**src/rtl/mem_access_stage_if.sv**
```systemverilog
// mem_access_stage_if: data-memory req/ack bus; master drives req/we/addr/be/wdata, slave returns rdata/ack
interface mem_access_stage_if;
  logic mem_req, mem_we, mem_ack;
  logic [31:0] mem_addr, mem_wdata, mem_rdata;
  logic [3:0] mem_be;
  modport master(output mem_req, mem_we, mem_addr, mem_be, mem_wdata, input mem_rdata, mem_ack);
  modport slave(input mem_req, mem_we, mem_addr, mem_be, mem_wdata, output mem_rdata, mem_ack);
endinterface

```
**src/rtl/mem_access_stage.sv**
```systemverilog
// mem_access_stage: MIPS load/store stage (CLK/RST; Ins/Addr/ExResult/Wdata in; Result/Stall/BusErr/AdErr out; bus master port), MISALIGN_TRAP_EN traps misaligned accesses
module mem_access_stage #(
  parameter int unsigned TIMEOUT_CYCLES = 255
) (
  input  logic                      CLK,
  input  logic                      RST,
  input  logic [31:0]               Ins,
  input  logic [31:0]               Addr,
  input  logic [31:0]               ExResult,
  input  logic [31:0]               Wdata,
  output logic [31:0]               Result,
  output logic                      Stall,
  output logic                      BusErr,
  output logic                      AdErr,
  mem_access_stage_if.master        bus
);
  typedef enum logic [1:0] {IDLE, REQ, DONE} state_t;
  state_t state_q;
  logic [15:0] cnt_q, cnt_d;
  logic [31:0] buf_q, wdata_d, ld_val;
  logic [3:0] be_d;
  logic [7:0] lb;
  logic [15:0] lh;
  logic [5:0] op;
  logic [1:0] a;
  logic bus_err_q, ad_err_q, is_ld, is_st, mis;
  assign op = Ins[31:26];
  assign a = Addr[1:0];
  assign is_ld = op inside {6'h20, 6'h21, 6'h23, 6'h24, 6'h25};
  assign is_st = op inside {6'h28, 6'h29, 6'h2B};
`ifdef MISALIGN_TRAP_EN
  assign mis = ((op inside {6'h21, 6'h25, 6'h29}) && a[0]) || ((op inside {6'h23, 6'h2B}) && a != 2'b00);
`else
  assign mis = 1'b0;
`endif
  assign cnt_d = cnt_q + 16'd1;
  assign Stall = state_q == REQ || (state_q == IDLE && (is_ld || is_st));
  assign BusErr = bus_err_q;
  assign AdErr = ad_err_q;
  always_comb begin
    be_d = op == 6'h28 ? 4'b0001 << a : op == 6'h29 ? (a[1] ? 4'b1100 : 4'b0011) : 4'b1111;
    wdata_d = op == 6'h28 ? {4{Wdata[7:0]}} : op == 6'h29 ? {2{Wdata[15:0]}} : Wdata;
    lb = 8'(buf_q >> {a, 3'b000});
    lh = a[1] ? buf_q[31:16] : buf_q[15:0];
    ld_val = op == 6'h20 ? {{24{lb[7]}}, lb} :
             op == 6'h24 ? {24'b0, lb} :
             op == 6'h21 ? {{16{lh[15]}}, lh} :
             op == 6'h25 ? {16'b0, lh} : buf_q;
    Result = is_ld ? ld_val : ExResult;
  end
  always_ff @(posedge CLK) begin
    if (RST) begin
      state_q <= IDLE;
      bus.mem_req <= 1'b0;
      bus.mem_we <= 1'b0;
      bus.mem_addr <= '0;
      bus.mem_be <= '0;
      bus.mem_wdata <= '0;
      bus_err_q <= 1'b0;
      ad_err_q <= 1'b0;
      buf_q <= '0;
      cnt_q <= '0;
    end else begin
      bus_err_q <= 1'b0;
      ad_err_q <= 1'b0;
      case (state_q)
        IDLE: if (is_ld || is_st) begin
          if (mis) begin
            state_q <= DONE;
            ad_err_q <= 1'b1;
            buf_q <= '0;
          end else begin
            state_q <= REQ;
            bus.mem_req <= 1'b1;
            bus.mem_we <= is_st;
            bus.mem_addr <= {Addr[31:2], 2'b00};
            bus.mem_be <= be_d;
            bus.mem_wdata <= wdata_d;
            cnt_q <= '0;
          end
        end
        REQ: if (bus.mem_ack) begin
          buf_q <= bus.mem_rdata;
          bus.mem_req <= 1'b0;
          state_q <= DONE;
        end else if ({16'b0, cnt_d} == TIMEOUT_CYCLES) begin
          buf_q <= '0;
          bus.mem_req <= 1'b0;
          bus_err_q <= 1'b1;
          state_q <= DONE;
        end else cnt_q <= cnt_d;
        default: state_q <= IDLE;
      endcase
    end
  end
endmodule
```
**src/flat_wrapper.sv**
```systemverilog
// flat-port wrapper written by rule: the top's interface ports become plain ports
module mem_access_stage_flat 
#(
  parameter int unsigned TIMEOUT_CYCLES = 255
)
  (CLK, RST, Ins, Addr, ExResult, Wdata, Result, Stall, BusErr, AdErr, bus_mem_req, bus_mem_we, bus_mem_addr, bus_mem_be, bus_mem_wdata, bus_mem_rdata, bus_mem_ack);
  mem_access_stage_if bus_i ();
  input  logic CLK;
  input  logic RST;
  input  logic [31:0] Ins;
  input  logic [31:0] Addr;
  input  logic [31:0] ExResult;
  input  logic [31:0] Wdata;
  output logic [31:0] Result;
  output logic Stall;
  output logic BusErr;
  output logic AdErr;
  output wire logic [$bits(bus_i.mem_req)-1:0] bus_mem_req;
  output wire logic [$bits(bus_i.mem_we)-1:0] bus_mem_we;
  output wire logic [$bits(bus_i.mem_addr)-1:0] bus_mem_addr;
  output wire logic [$bits(bus_i.mem_be)-1:0] bus_mem_be;
  output wire logic [$bits(bus_i.mem_wdata)-1:0] bus_mem_wdata;
  input wire logic [$bits(bus_i.mem_rdata)-1:0] bus_mem_rdata;
  input wire logic [$bits(bus_i.mem_ack)-1:0] bus_mem_ack;
  assign bus_mem_req = bus_i.mem_req;
  assign bus_mem_we = bus_i.mem_we;
  assign bus_mem_addr = bus_i.mem_addr;
  assign bus_mem_be = bus_i.mem_be;
  assign bus_mem_wdata = bus_i.mem_wdata;
  assign bus_i.mem_rdata = bus_mem_rdata;
  assign bus_i.mem_ack = bus_mem_ack;
  mem_access_stage #(.TIMEOUT_CYCLES(TIMEOUT_CYCLES)) u_core (.CLK(CLK), .RST(RST), .Ins(Ins), .Addr(Addr), .ExResult(ExResult), .Wdata(Wdata), .Result(Result), .Stall(Stall), .BusErr(BusErr), .AdErr(AdErr), .bus(bus_i));
endmodule
```
**config.mk**
```make
export PLATFORM = sky130hd
export DESIGN_NAME = mem_access_stage_flat
export DESIGN_NICKNAME = d
export VERILOG_FILES = /design/src/rtl/mem_access_stage_if.sv /design/src/rtl/mem_access_stage.sv /design/src/flat_wrapper.sv
export SDC_FILE = /design/constraint.sdc
export NUM_CORES = 1
export LEC_CHECK = 0
export CORE_AREA = 2 2 103 144
export CTS_CLUSTER_DIAMETER = 40
export DETAILED_ROUTE_END_ITERATION = 6
export DIE_AREA = 0 0 105 146
export GPL_TIMING_DRIVEN = 1
export PLACE_DENSITY = 0.88
export SLEW_MARGIN = 20
export SYNTH_ARGS = -nofsm -noshare
export SYNTH_HDL_FRONTEND = slang
export SYNTH_SLANG_ARGS = --single-unit
export TNS_END_PERCENT = 30
```
**constraint.sdc**
```tcl
create_clock -name CLK -period 3.3 [get_ports CLK]
set_input_delay 0.66 -clock CLK [delete_from_list [all_inputs] [get_ports CLK]]
set_output_delay 0.66 -clock CLK [all_outputs]
set_load 0.01 [all_outputs]
```
==> results.sh <==
export IMPL_grt_pass1_vias=6226
export IMPL_multi_input_area_um2=3190
export IMPL_netlist_area_um2=5790
export IMPL_port_buffers=238
export IMPL_clk_latency_ps=410
export IMPL_start_util=0.416
export IMPL_fmax_ghz=0.305
export IMPL_regArea_um2=2380
export IMPL_place_ws_ps=-560
export IMPL_ant_nets=0
export IMPL_slew_headroom=0.514
export IMPL_crit_end="Result[12]"
export IMPL_areaGrowthSynthToFinish_pct=59.0
export IMPL_cts_sinks=119
export IMPL_start_kind="primary input"
export IMPL_dieHeight_um=146
export IMPL_holdCritPathClass="flip-flop to flip-flop"
export IMPL_synth_area_leaders="dfxtp_1, nand2_1, a21oi_1"
export IMPL_place_inst=1099
export IMPL_synth_top_area_share=0.411
export IMPL_synth_cells=691
export IMPL_rows=51
export IMPL_drive_above_1_share=0.155
export IMPL_setup_ws_ps=16.0
export IMPL_grt_util_met3=0.0820
export IMPL_wl_per_cell_um=17.5
export IMPL_numCtsBuffers=17
export IMPL_synth_top_flop_cell="dfxtp_1"
export IMPL_ir_drop_uv=314
export IMPL_finalCriticalPeriod_ps=3280
export IMPL_cts_tree="done"
export IMPL_path_class="primary input to output port"
export IMPL_diodes=0
export IMPL_globalRouteMet1Util=0.265
export IMPL_slew_viol_final=0
export IMPL_power_density_nw_per_um2=435
export IMPL_cp_required_ps=2640
export IMPL_crit_path_end_kind="output port"
export IMPL_clockBufferDepth=2
export IMPL_overflow=0
export IMPL_tns_ps=0
export IMPL_violations="DRC"
export IMPL_nNetsFinal=1107
export IMPL_firstDrtPassIters=7
export IMPL_worstRegToRegCells=8
export IMPL_synth_area_leader_cell="dfxtp_1"
export IMPL_antenna_found_initial=0
export IMPL_grt_pass1_wl_um=31300
export IMPL_drt_iter0_drc=323
export IMPL_yosysUniqueCellTypes=62
export IMPL_ios=268
export IMPL_p_leak_uw=0.00344
export IMPL_dieArea_um2=15300
export IMPL_avgSynthCellArea_um2=8.38
export IMPL_h_tree_depth=4
export IMPL_core_area_um2=13900
export IMPL_critPathMaxFanout=7
export IMPL_drt_total_wl_um=20000
export IMPL_yosys_warnings=0
export IMPL_viasPerCell=5.45
export IMPL_fin_skew_ps=5.47
export IMPL_worst_pin_slew_ps=729
export IMPL_outcome="finished with violations"
export IMPL_crit_arrival_ps=2620
export IMPL_maxCapViolations=0
export IMPL_fin_util=0.662
export IMPL_drc=7
export IMPL_track_usage=0.257
export IMPL_fill_cells=1125
export IMPL_finalSetupViolCount=0
export IMPL_synth_seq_cells=119
export IMPL_hold_viol=0
export IMPL_critical_path_startpoint="Ins[30]"
export IMPL_timing_rr_end="u_core.cnt_q[13]$_SDFFE_PP0P_"
export IMPL_holdPathStages=2
export IMPL_clockRootBuffer="clkbuf_16"
export IMPL_period_share=0.995
export IMPL_gp_congestion=0.958
export IMPL_grt_max_degree=77
export IMPL_holdBufCountCts=0
export IMPL_reg2reg_from="u_core.cnt_q[0]$_SDFFE_PP0P_"
export IMPL_use_met2=0.461
export IMPL_stdcell_count=1140
export IMPL_dp_hpwl_um=14200
export IMPL_vias=6210
export IMPL_grt_busiest_layer="met2"
export IMPL_die_width_um=105
export IMPL_yosysSeqAreaShare=0.411
export IMPL_fin_hold_ws_ps=452
export IMPL_ff2ff_setup_slack_ps=420
export IMPL_clk_pin_slew_ps=60
export IMPL_synth_async_reset_ratio=0
export IMPL_synth_enable_flop_cells=0
## routing by layer
metal,routed length [um],part of all wire,vias up
li1,-,-,2964
met1,7320,0.37,2889
met2,10200,0.51,291
met3,1560,0.078,66
met4,868,0.043,0
met5,0,0,-
## area by class of cell
cell class	count	share of cell area
Tap cell	185	0.0251
Sequential cell	119	0.259
Clock inverter	11	0.0162
Clock buffer	21	0.0500
Timing Repair Buffer	287	0.301
Inverter	7	0.00285
Multi-Input combinational cell	510	0.346
## flip-flops by register name (all words and copies together) (netlist names)
name and cells:
u_core.BusErr 1, u_core.buf_q 32, u_core.bus.mem_addr 30, u_core.bus.mem_be 4, u_core.bus.mem_req 1, u_core.bus.mem_wdata 32, u_core.bus.mem_we 1, u_core.cnt_q 16
u_core.state_q 2
## logic make-up after synthesis
group | Yosys count | synth area share
compound gates | 222 | 0.246
xor+xnor | 5 | 0.00756
fa+ha+maj | 2 | 0.00432
buf+inv | 64 | 0.0518
flops | 119 | 0.411
mux | 43 | 0.0920
other cells | 1 | 0.000647
simple gates | 235 | 0.186
## cell usage in the layout (no fill, tap or decap), types with 6 or more instances in the layout
cell type / instances
a211oi_1: 20
a21oi_1: 84
a22o_1: 33
buf_12: 6
buf_4: 40
clkbuf_16: 17
clkbuf_2: 7
clkdlybuf4s50_1: 198
dfxtp_1: 119
dlygate4sd2_1: 24
inv_1: 7
mux2i_1: 33
mux4_2: 8
nand2_1: 129
nand3_1: 6
nor2_1: 47
nor3_1: 7
o211ai_1: 8
o21a_1: 9
o21ai_0: 34
## synth_stat cells, types with 3 or more instances
| master | n |
|---|---|
| a21o_1 | 3 |
| nor4_1 | 3 |
| mux2i_1 | 33 |
| nor3_1 | 9 |
| dfxtp_1 | 119 |
| or3_2 | 4 |
| inv_1 | 7 |
| nand2_1 | 129 |
| o211ai_1 | 8 |
| a22oi_1 | 3 |
| clkbuf_1 | 42 |
| nor2_1 | 52 |
| a211oi_1 | 20 |
| a211o_1 | 3 |
| or2_2 | 4 |
| xnor2_1 | 3 |
| o21ai_0 | 36 |
| a21oi_1 | 88 |
| a21o_2 | 5 |
| nand2b_1 | 3 |
| buf_2 | 4 |
| or2b_2 | 3 |
| nand3_1 | 6 |
| nand4_1 | 3 |
| buf_4 | 4 |
| o21a_1 | 10 |
| a22o_1 | 33 |
| mux4_2 | 8 |
| buf_6 | 4 |
## report_power, final
part	switching, uW	internal, uW	total [uW]
clock	667	1230	1890
sequential	28.3	1480	1510
combinational	263	335	598
## through the flow
stage	instance area (um^2)	total power, uW
CTS	9190	4040
global route	9210	4160
finish	9210	4010
detailed placement	8530	2150
global placement	8530	2140
floorplan	5800	1770
## timing repair
| action | in CTS | in global routing |
|---|---|---|
| hold endpoints to repair | 0 | 0 |
| pin swaps | 2 | 1 |
| cloned | 1 | 0 |
| resized for setup | 62 | 20 |
| buffers inserted | 4 | 4 |
| setup endpoints to repair | 33 | 11 |
## how the worst min path moves through the flow
stage | end | slack [ps] | from
2_1_floorplan | u_core.buf_q[10]$_SDFFE_PP0P_ | 470 | u_core.buf_q[10]$_SDFFE_PP0P_
3_3_place_gp | u_core.bus.mem_addr[8]$_SDFFE_PP0P_ | 440 | u_core.bus.mem_addr[8]$_SDFFE_PP0P_
3_5_place_dp | u_core.bus.mem_addr[24]$_SDFFE_PP0P_ | 450 | u_core.bus.mem_addr[24]$_SDFFE_PP0P_
4_1_cts | u_core.bus.mem_addr[23]$_SDFFE_PP0P_ | 450 | u_core.bus.mem_addr[23]$_SDFFE_PP0P_
5_1_grt | u_core.bus.mem_addr[24]$_SDFFE_PP0P_ | 470 | u_core.bus.mem_addr[24]$_SDFFE_PP0P_
6_report | u_core.bus.mem_addr[24]$_SDFFE_PP0P_ | 450 | u_core.bus.mem_addr[24]$_SDFFE_PP0P_
## worst max-delay path: stages
cell and delay (ps):
dlygate4sd2_1 260, or3b_4 470, buf_6 140, a21o_1 200, nor2_4 210, buf_16 160, o21ai_0 100, o21a_1 130
dlygate4sd2_1 290
Power figures use the tool's default switching activity.
